$ cat src/rtl/demux_mem_1x2_8bits.sv
// ---------------------------------------------------------------------------
// demux_mem_1x2_8bits
//
// Purpose:
//   Splits a single interleaved byte stream (lane 0, lane 1, lane 0, ...)
//   back into two lanes. Each lane has its own first-word-fall-through FIFO,
//   so the two consumers drain their lanes independently. The input side uses
//   a ready/valid handshake. A byte held off by a full lane keeps its lane, so
//   the interleaving order is never broken.
//
// Ports:
//   clk        in   1       system clock, all logic on posedge
//   reset      in   1       synchronous, active-high reset
//   data_in    in   DATA_W  interleaved input byte
//   valid_in   in   1       data_in is valid this cycle
//   ready_in   out  1       block accepts data_in this cycle
//   data_out0  out  DATA_W  head of lane-0 FIFO (0 when empty)
//   valid0     out  1       lane 0 non-empty
//   pop0       in   1       consume lane-0 head
//   data_out1  out  DATA_W  head of lane-1 FIFO (0 when empty)
//   valid1     out  1       lane 1 non-empty
//   pop1       in   1       consume lane-1 head
//   lane_sel   out  1       lane that receives the next accepted byte
// ---------------------------------------------------------------------------
module demux_mem_1x2_8bits #(
    parameter int DATA_W = 8,
    parameter int DEPTH  = 4,
    parameter int ADDR_W = 2
) (
    input  logic              clk,
    input  logic              reset,
    input  logic [DATA_W-1:0] data_in,
    input  logic              valid_in,
    output logic              ready_in,
    output logic [DATA_W-1:0] data_out0,
    output logic              valid0,
    input  logic              pop0,
    output logic [DATA_W-1:0] data_out1,
    output logic              valid1,
    input  logic              pop1,
    output logic              lane_sel
);

    localparam int              NUM_LANES  = 2;
    localparam logic [ADDR_W:0] FULL_COUNT = (ADDR_W + 1)'(DEPTH);

    // Per-lane FIFO state
    logic [ADDR_W-1:0] wr_ptr_q [NUM_LANES];
    logic [ADDR_W-1:0] wr_ptr_d [NUM_LANES];
    logic [ADDR_W-1:0] rd_ptr_q [NUM_LANES];
    logic [ADDR_W-1:0] rd_ptr_d [NUM_LANES];
    logic [ADDR_W:0]   count_q  [NUM_LANES];
    logic [ADDR_W:0]   count_d  [NUM_LANES];
    logic [DATA_W-1:0] mem      [NUM_LANES][DEPTH];

    logic lane_sel_q;
    logic lane_sel_d;

    logic [NUM_LANES-1:0] full;
    logic [NUM_LANES-1:0] empty;
    logic [NUM_LANES-1:0] pop_req;
    logic [NUM_LANES-1:0] push_lane;
    logic [NUM_LANES-1:0] pop_lane;
    logic                 push;

    // Status flags come only from registered counts, so ready_in never
    // depends combinationally on pop0/pop1.
    always_comb begin
        pop_req = {pop1, pop0};
        for (int i = 0; i < NUM_LANES; i++) begin
            full[i]  = (count_q[i] == FULL_COUNT);
            empty[i] = (count_q[i] == '0);
        end
    end

    assign ready_in = ~full[lane_sel_q];
    assign push     = valid_in & ready_in;

    // NOTE: every always_comb output gets a default before any conditional
    //       update; a path that leaves a variable unassigned infers a latch.
    always_comb begin
        lane_sel_d = lane_sel_q;
        push_lane  = '0;
        pop_lane   = '0;
        for (int i = 0; i < NUM_LANES; i++) begin
            wr_ptr_d[i] = wr_ptr_q[i];
            rd_ptr_d[i] = rd_ptr_q[i];
            count_d[i]  = count_q[i];
        end

        if (push) begin
            lane_sel_d = ~lane_sel_q;
        end

        for (int i = 0; i < NUM_LANES; i++) begin
            push_lane[i] = push & (int'(lane_sel_q) == i);
            // Pops on an empty lane are dropped here, so pointers never underflow.
            pop_lane[i]  = pop_req[i] & ~empty[i];

            if (push_lane[i]) begin
                wr_ptr_d[i] = wr_ptr_q[i] + ADDR_W'(1);
            end
            if (pop_lane[i]) begin
                rd_ptr_d[i] = rd_ptr_q[i] + ADDR_W'(1);
            end

            // Simultaneous push and pop on one lane leaves the count unchanged.
            unique case ({push_lane[i], pop_lane[i]})
                2'b10:   count_d[i] = count_q[i] + (ADDR_W + 1)'(1);
                2'b01:   count_d[i] = count_q[i] - (ADDR_W + 1)'(1);
                default: count_d[i] = count_q[i];
            endcase
        end
    end

    // NOTE: state registers use non-blocking assignments so every flop samples
    //       its _d value from before the edge, independent of statement order.
    always_ff @(posedge clk) begin
        if (reset) begin
            lane_sel_q <= 1'b0;
            for (int i = 0; i < NUM_LANES; i++) begin
                wr_ptr_q[i] <= '0;
                rd_ptr_q[i] <= '0;
                count_q[i]  <= '0;
            end
        end else begin
            lane_sel_q <= lane_sel_d;
            for (int i = 0; i < NUM_LANES; i++) begin
                wr_ptr_q[i] <= wr_ptr_d[i];
                rd_ptr_q[i] <= rd_ptr_d[i];
                count_q[i]  <= count_d[i];
            end
        end
    end

    // NOTE: the storage array is deliberately not reset; an entry is only read
    //       after it has been written, and empty lanes force their output to 0.
    always_ff @(posedge clk) begin
        for (int i = 0; i < NUM_LANES; i++) begin
            if (push_lane[i] && !reset) begin
                mem[i][wr_ptr_q[i]] <= data_in;
            end
        end
    end

    // First-word-fall-through heads
    assign data_out0 = empty[0] ? '0 : mem[0][rd_ptr_q[0]];
    assign data_out1 = empty[1] ? '0 : mem[1][rd_ptr_q[1]];
    assign valid0    = ~empty[0];
    assign valid1    = ~empty[1];
    assign lane_sel  = lane_sel_q;

endmodule

$ cat config.mk
export PLATFORM = sky130hd
export DESIGN_NAME = demux_mem_1x2_8bits
export DESIGN_NICKNAME = d
export VERILOG_FILES = /design/src/rtl/demux_mem_1x2_8bits.sv
export SDC_FILE = /design/constraint.sdc
export NUM_CORES = 1
export LEC_CHECK = 0
export ABC_AREA = 1
export BUFFER_PORTS_ARGS = -buffer_cell sky130_fd_sc_hd__buf_4
export CELL_PAD_IN_SITES_DETAIL_PLACEMENT = 1
export CELL_PAD_IN_SITES_GLOBAL_PLACEMENT = 1
export CORE_ASPECT_RATIO = 1.75
export CORE_MARGIN = 2
export CORE_UTILIZATION = 50
export DETAILED_ROUTE_END_ITERATION = 7
export GPL_TIMING_DRIVEN = 1
export PLACE_DENSITY_LB_ADDON = 0.1
export SKIP_CTS_REPAIR_TIMING = 1
export SYNTH_ARGS = -nofsm -noshare
export SYNTH_HDL_FRONTEND = slang
export SYNTH_SLANG_ARGS = --single-unit
$ cat constraint.sdc
create_clock -name clk -period 3.4 [get_ports clk]
set_input_delay 0.34 -clock clk [delete_from_list [all_inputs] [get_ports clk]]
set_output_delay 0.34 -clock clk [all_outputs]
set_load 0.1 [all_outputs]
* Word-level counts from Yosys, hierarchy flattened
Memories as Yosys holds them, arrays and structs flattened.
Index checks and enable logic that the tools add are counted.
** Word-level totals
- Bits in registers :: 1
- Bits in writable memories :: 78
- Input port bits :: 13
- Output and inout bits :: 20
- Word-level logic and storage cells :: 90
- Memories :: 4
** Memories
- mem :: words 2, width 32, rd ports 2, clocked after memory_dff 0, write ports 1, RTL line 54 : logic [DATA_W-1:0] mem [NUM_LANES][DEPTH];
- count_q :: words 2, width 3, rd ports 2, clocked after memory_dff 0, write ports 2, RTL line 52 : logic [ADDR_W:0] count_q [NUM_LANES];
- rd_ptr_q :: words 2, width 2, rd ports 2, clocked after memory_dff 0, write ports 2, RTL line 50 : logic [ADDR_W-1:0] rd_ptr_q [NUM_LANES];
- wr_ptr_q :: words 2, width 2, rd ports 2, clocked after memory_dff 0, write ports 2, RTL line 48 : logic [ADDR_W-1:0] wr_ptr_q [NUM_LANES];
** Operators by class
- Add/subtract/negate cells :: 8
- Magnitude comparators :: 7
- Eq/ne operators :: 6
- Mux-type cells :: 36
- Bitwise operators :: 20
- Reduce and logical (&&, ||, !) cells :: 8
** Operators by type and width (number)
- 2-to-1 mux 32 bit :: 4
- 2-to-1 mux 8 bit :: 8
- binary-select mux 8 bit (select 2 bit) :: 2
- demux 8 bit (select 2 bit) :: 2
- OR reduction 32 bit :: 1
- 2-to-1 mux 2 bit :: 8
- greater-or-equal comparator 3 bit, second input constant :: 4
- NOT 2 -> 3 bit :: 4
- one-hot mux 3 bit (2 select lines) :: 2
- adder 2 x 1 -> 2 bit, second input constant :: 4
- 2-to-1 mux 1 bit :: 8
- adder 3 x 1 -> 3 bit, second input constant :: 2
- equality test 3 bit, second input constant :: 2
- logical NOT 3 bit :: 2
- less-than comparator 3 x 1 -> 1 bit, second input constant :: 2
- 2-to-1 mux 3 bit :: 2
- bitwise OR 1 bit :: 6
- subtractor 3 x 1 -> 3 bit, second input constant :: 2
- AND 1 bit :: 5
- NOT 1 bit :: 5
- equality test 2 x 1 -> 1 bit, second input constant :: 2
- equality test 2 bit, second input constant :: 2
- logical AND 1 bit :: 4
- less-than comparator 1 x 2 -> 1 bit, second input constant :: 1
- logical NOT 1 bit :: 1

* Logic depth before layout (Yosys ltp)
Gate-level depths: netlist (run 1).
- Depth after elaboration :: 11
- Depth in mapped cells :: 12
- Gate-level depth less buffers :: 12

* Worst setup path before layout (run 1)
Ideal clock, no wire load.
- Path type :: flip-flop to output port
- Start :: mem count_q[0][4] (netlist bit)
- End :: out data_out1[0]
- Arrival :: 2.792 ns
- Data required time :: 3.060 ns
- Path slack :: 0.268 ns
- Stages on the path, launching flop included :: 5
- Buffers on the path :: 0
- Path through :: dfxtp_1 -> nor2_2 -> nand2_1 -> inv_2 -> a21oi_1
** RTL lines
- start: declaration :: RTL line 52
- end: declaration :: RTL line 38 : output logic [DATA_W-1:0] data_out1,

==> flow_metrics.env, run 1 <==
export IMPL_critPathCaptureType="output port"
export IMPL_power_uw=3840
export IMPL_cts_sinks=79
export IMPL_clockBufferDepth=2
export IMPL_first_iter_violations=97
export IMPL_clkTransAtPathRegs_ns=0.05
export IMPL_max_cap_viol_count=0
export IMPL_finish_utilization_pct=59.3
export IMPL_io_buffers=32
export IMPL_worstPathMaxFanout=20
export IMPL_cts_tree="built"
export IMPL_drt_pass1_iter_count=4
export IMPL_root_buffer="clkbuf_16"
export IMPL_drv_slew=0
export IMPL_finalNetCount=383
export IMPL_hold_violations=0
export IMPL_wire_per_inst_um=18.0
export IMPL_grt_pass1_vias=2545
export IMPL_ios=33
export IMPL_worstSetupPathType="reg2out"
export IMPL_cp_arrival_ns=2.07
export IMPL_initial_core_util_pct=51.0
export IMPL_core_area_sq_um=6760
export IMPL_synth_most_common_cell="nor2_1"
export IMPL_htree_levels=3
export IMPL_finalSetupViolCount=0
export IMPL_hold_ws_ns=0.174
export IMPL_yosysTopAreaCellShare_pct=55.8
export IMPL_min_path_type="in2reg"
export IMPL_rsz0062_at_grt="no"
export IMPL_fin_tns_setup_ns=0
export IMPL_power_leakage_uw=0.00156
export IMPL_grt_overflow=0
export IMPL_post_route_drc_count=0
export IMPL_status="complete, no violations"
export IMPL_die_area_sq_um=7600
export IMPL_vias=2384
export IMPL_drive_gt1_share_pct=17.9
export IMPL_netlist_area_sq_um=3440
export IMPL_synth_avg_cell_area_sq_um=10.6
export IMPL_synthTopCellsByCount="nor2_1, edfxtp_1, o21ai_0, inv_1, a21oi_1"
export IMPL_synth_seq_cells=79
export IMPL_peakVddDrop_mv=0.868
export IMPL_syn_inst=324
export IMPL_synth_seq_area_share_pct=64.5
export IMPL_clock_latency_ns=0.34
export IMPL_yosys_warnings=0
export IMPL_yosys_top_cells_area="edfxtp_1, nor2_1, dfxtp_1"
export IMPL_wirelength_um=8030
export IMPL_dpl_hpwl_um=5500
export IMPL_area_delta_synth_final_pct=16.4
export IMPL_synth_flop_cell="edfxtp_1"
export IMPL_m1WireLength_um=3130
export IMPL_synth_top_cell_by_area="edfxtp_1"
export IMPL_cts_buffers=9
export IMPL_viasPerCell=5.33
export IMPL_setup_worst_path_start_class="register"
export IMPL_rows=40
export IMPL_synth_edf_count=64
export IMPL_required_ns=3.06
export IMPL_ant_nets=0
export IMPL_die_w_um=66.7
export IMPL_diodes=0
export IMPL_ys_types=24
export IMPL_grt_max_degree=21
export IMPL_grt_pass1_wl_um=12800
export IMPL_async_flop_share_pct=0
export IMPL_finalClockSkew_ns=0.00749
export IMPL_antenna_found_initial=0
export IMPL_worst_pin_slew_ns=0.846
export IMPL_dr_wl_met2_um=4530
export IMPL_dieHeight_um=114
export IMPL_slew_headroom_pct=43.4
export IMPL_synth_nets=349
export IMPL_finalCriticalPeriod_ns=2.41
export IMPL_routed_wl_met3_um=228
export IMPL_grt_use_total_pct=23.7
export IMPL_highest_signal_layer="met4"
export IMPL_power_density_nw_per_um2=959
export IMPL_timing_fmax_mhz=414
export IMPL_r2r_setup_slack_ns=1.29
export IMPL_min_period_over_period_pct=71.0
export IMPL_gp_congestion=0.731
flip-flops by register name, indices dropped and copies added (netlist names):
name and cells:
lane_sel 1, mem 64, rd_ptr_q 4, count_q 6, wr_ptr_q 4
routing by layer:
layer  GRT usage [%]  vias to the layer above
li1                -                     1146
met1            27.0                     1189
met2            42.1                       38
met3            5.03                       11
met4            9.52                        0
met5               0                        -
per-stage QoR:
stage | setup slack (ns) | instance area [sq um] | std cells
after floorplan | 0.268 | 3440 | 324
after global placement | 1.36 | 3730 | 431
after detailed placement | 1.27 | 3730 | 431
after CTS | 0.951 | 4010 | 447
after global routing | 0.839 | 4010 | 447
final | 0.986 | 4010 | 447
critical path: stages, from the launching register on:
cell and delay [ns]:
dfxtp_1 0.79, inv_2 0.28, o21ai_0 0.28, a21oi_1 0.13
buf_4 0.25
report_power, final:
| group | internal, uW | switching (uW) |
|---|---|---|
| Sequential | 1120 | 93.2 |
| Combinational | 335 | 1400 |
| Clock | 555 | 346 |
kinds of logic after synthesis:
| kind of cell | after synthesis | synth area share [%] |
|---|---|---|
| AOI/OAI and AO/OA | 65 | 9.52 |
| adders and majority gates | 12 | 4.79 |
| buffers and inverters | 45 | 5.81 |
| and+or+nand+nor | 123 | 15.4 |
| DFF | 79 | 64.5 |
cells in the final DEF (no fill, tap or decap), types with 6 or more instances in the layout:
master	Yosys	layout
nor2_1	90	90
edfxtp_1	64	64
o21ai_0	33	33
buf_4	3	32
inv_1	29	29
a21oi_1	24	24
nand2_1	18	18
dfxtp_1	15	15
ha_1	10	10
clkbuf_16	0	9
o21ai_1	7	7
inv_2	6	6
cell type report:
type	count	area [sq um]
Timing Repair Buffer	32	240
Sequential cell	79	2220
Inverter	36	138
Tap cell	84	105
Multi-Input combinational cell	200	1020
Clock buffer	16	282
Fill cell	763	2750
final timing paths:
check / start / endpoint / cells after the start
worst min register to register: count_q[0][3]$_SDFFE_PP0P_ / count_q[0][3]$_SDFFE_PP0P_ / 2
worst min-delay path: reset / count_q[0][4]$_SDFFE_PP0P_ / 2
worst max register to register: lane_sel$_SDFFE_PP0N_ / mem[0][23]$_DFFE_PP_ / 6
worst max-delay path: rd_ptr_q[0][0]$_SDFFE_PP0N_ / data_out0[5] / 4
(Power assumes the default switching activity.)
==> inputs of run 2 (changes only) <==
--- a/config.mk
+++ b/config.mk
@@ -5,13 +5,13 @@
 export SDC_FILE = /design/constraint.sdc
 export NUM_CORES = 1
 export LEC_CHECK = 0
-export ABC_AREA = 1
+export ABC_AREA = 0
 export BUFFER_PORTS_ARGS = -buffer_cell sky130_fd_sc_hd__buf_4
 export CELL_PAD_IN_SITES_DETAIL_PLACEMENT = 1
 export CELL_PAD_IN_SITES_GLOBAL_PLACEMENT = 1
 export CORE_ASPECT_RATIO = 1.75
 export CORE_MARGIN = 2
-export CORE_UTILIZATION = 50
+export CORE_UTILIZATION = 49
 export DETAILED_ROUTE_END_ITERATION = 7
 export GPL_TIMING_DRIVEN = 1
 export PLACE_DENSITY_LB_ADDON = 0.1
==> constraint.sdc (replaced) <==
create_clock -name clk -period 2.4 [get_ports clk]
set_input_delay 0.24 -clock clk [delete_from_list [all_inputs] [get_ports clk]]
set_output_delay 0.24 -clock clk [all_outputs]
set_load 0.1 [all_outputs]
==> run 2 against run 1 <==
Against the previous run:
- via count shrank 23%
- clock power grew 46%
- largest power group unchanged
- first-iteration DRC count shrank 30%
- core utilization grew 0.70 points
- non-clock buffer count grew 5
==> flow_metrics.env, run 2 <==
export IMPL_dieHeight_um=114
export IMPL_cp_arrival_ns=2.43
export IMPL_place_area_sq_um=3760
export IMPL_synth_seq_cells=79
export IMPL_die_area_sq_um=7560
export IMPL_synth_flop_cell="edfxtp_1"
export IMPL_finalCriticalPeriod_ns=2.17
export IMPL_synth_avg_cell_area_sq_um=15.9
export IMPL_p_sw_uw=2360
export IMPL_area_delta_synth_final_pct=20.7
export IMPL_synthTopCellsByCount="edfxtp_1, nor2b_1, mux4_2, dfxtp_1, inv_1"
export IMPL_post_route_drc_count=0
export IMPL_grt_use_total_pct=19.7
export IMPL_p_int_uw=3080
export IMPL_grt_max_degree=20
export IMPL_finalSetupViolCount=0
export IMPL_min_path_type="in2reg"
export IMPL_rsz0062_at_grt="no"
export IMPL_cts_buffers=9
export IMPL_synth_top_cell_by_area="edfxtp_1"
export IMPL_die_w_um=66.6
export IMPL_grt_pass1_wl_um=10500
export IMPL_finalClockSkew_ns=0.00445
export IMPL_worst_pin_slew_ns=0.487
export IMPL_initial_core_util_pct=49.7
export IMPL_setup_ws_ns=0.228
export IMPL_synth_nets=236
export IMPL_finalNetCount=276
export IMPL_synth_most_common_cell="edfxtp_1"
export IMPL_final_fill_count=671
export IMPL_syn_inst=211
export IMPL_drive_gt1_share_pct=36.3
export IMPL_rows=40
export IMPL_cts_tree="built"
export IMPL_yosysTopAreaCellShare_pct=57.2
export IMPL_vias=1832
export IMPL_power_share_combinational_pct=44.7
export IMPL_wirelength_um=6510
export IMPL_drv_slew=0
export IMPL_hold_violations=0
export IMPL_ys_types=30
export IMPL_worstSetupPathType="reg2reg"
export IMPL_synth_seq_area_share_pct=66.1
export IMPL_drt_pass1_iter_count=4
export IMPL_grt_pass1_vias=1951
export IMPL_power_frac_seq_pct=31.1
export IMPL_peakVddDrop_mv=0.819
export IMPL_fin_area_sq_um=4060
export IMPL_finish_utilization_pct=60.0
export IMPL_clockPowerShare_pct=24.2
export IMPL_gp_congestion=0.702
export IMPL_status="complete, no violations"
export IMPL_clockBufferDepth=2
export IMPL_viasPerCell=5.39
export IMPL_first_iter_violations=68
export IMPL_root_buffer="clkbuf_16"
export IMPL_required_ns=2.66
export IMPL_power_density_nw_per_um2=1340
export IMPL_worstPathMaxFanout=5
export IMPL_htree_levels=3
export IMPL_yosys_warnings=0
export IMPL_diodes=0
export IMPL_final_cell_mix="edfxtp_1, buf_4, mux4_2, nor2b_2"
export IMPL_critPathCaptureType="register"
export IMPL_timing_fmax_mhz=460
export IMPL_wire_per_inst_um=19.1
export IMPL_netlist_area_sq_um=3360
export IMPL_synth_edf_count=64
export IMPL_ios=33
export IMPL_r2r_cells=9
export IMPL_clkTransAtPathRegs_ns=0.06
export IMPL_largest_register_ffs=64
export IMPL_hold_depth=1
export IMPL_yosys_top_cells_area="edfxtp_1, mux4_2, dfxtp_1"
export IMPL_swShare_pct=43.3
export IMPL_dp_slack_ns=0.187
export IMPL_min_period_over_period_pct=90.5
export IMPL_max_cap_viol_count=0
export IMPL_core_area_sq_um=6760
export IMPL_clock_latency_ns=0.33
export IMPL_grt_overflow=0
export IMPL_io_buffers=32
export IMPL_dpl_hpwl_um=4500
export IMPL_slew_headroom_pct=67.5
export IMPL_setup_worst_path_start_class="register"
export IMPL_cts_sinks=79
export IMPL_antenna_found_initial=0
export IMPL_ant_nets=0
export IMPL_fin_tns_setup_ns=0
export IMPL_power_leakage_uw=0.00144
export IMPL_layout_commonest_cell="edfxtp_1"
export IMPL_async_flop_share_pct=0
-- run 2: cell families (layout without fill, tap and decap cells) --
logic type,count (synthesis),in the layout,share of synthesized area (%)
mux,19,19,11.7
compound gates,16,16,2.68
fa+ha+maj,12,12,4.91
flops,79,79,66.1
buf+inv,24,69,2.98
xor+xnor,6,6,1.56
simple gates,55,55,10.1
-- run 2: metal layers --
| metal | global-route usage [%] | share of wire, % |
|---|---|---|
| met1 | 23.7 | 39 |
| met2 | 32.9 | 54 |
| met3 | 4.14 | 2.9 |
| met4 | 10.2 | 3.3 |
| met5 | 0 | 0 |
-- run 2: critical path, stage by stage (launching register included) --
cell	delay (ns)
dfxtp_1	0.40
nor3b_4	0.30
nor3b_2	0.11
inv_1	0.07
ha_1	0.19
inv_1	0.06
fa_1	0.38
xor2_1	0.16
or3_1	0.31
a21oi_1	0.14
-- run 2: per-stage QoR --
| stage | cells | power, uW | hold slack (ns) |
|---|---|---|---|
| global placement | 324 | 4120 | 0.476 |
| finish | 340 | 5440 | 0.149 |
| floorplan | 211 | 3660 | 0.339 |
| CTS | 340 | 5500 | 0.140 |
| global route | 340 | 5680 | 0.147 |
| detailed placement | 324 | 4170 | 0.479 |
-- run 2: power by group through the flow --
stage	Combinational, uW	Clock (uW)	Sequential, uW
6_report	2430	1320	1690
4_1_cts	2470	1340	1690
3_5_place_dp	2450	0	1720
3_3_place_gp	2420	0	1700
2_1_floorplan	1980	0	1690
5_1_grt	2570	1390	1710
-- run 2: worst paths after layout --
check / startpoint / end / slack (ns)
min reg2reg: count_q[0][5]$_SDFFE_PP0P_ / count_q[0][5]$_SDFFE_PP0P_ / 0.53
min: data_in[2] / mem[0][10]$_DFFE_PP_ / 0.15
max: count_q[0][2]$_SDFFE_PP0P_ / count_q[0][2]$_SDFFE_PP0P_ / 0.23
max reg2reg: count_q[0][2]$_SDFFE_PP0P_ / count_q[0][2]$_SDFFE_PP0P_ / 0.23
-- run 2: area by class of cell --
type	instances	area (sq um)	area share, %
flip-flops and latches	79	2220	54.8
multi-input cells	108	1100	27.1
clock buffers	12	246	6.08
well taps	84	105	2.59
repair buffers	37	278	6.85
inverters	16	60.1	1.48
clock inverters	4	45.0	1.11
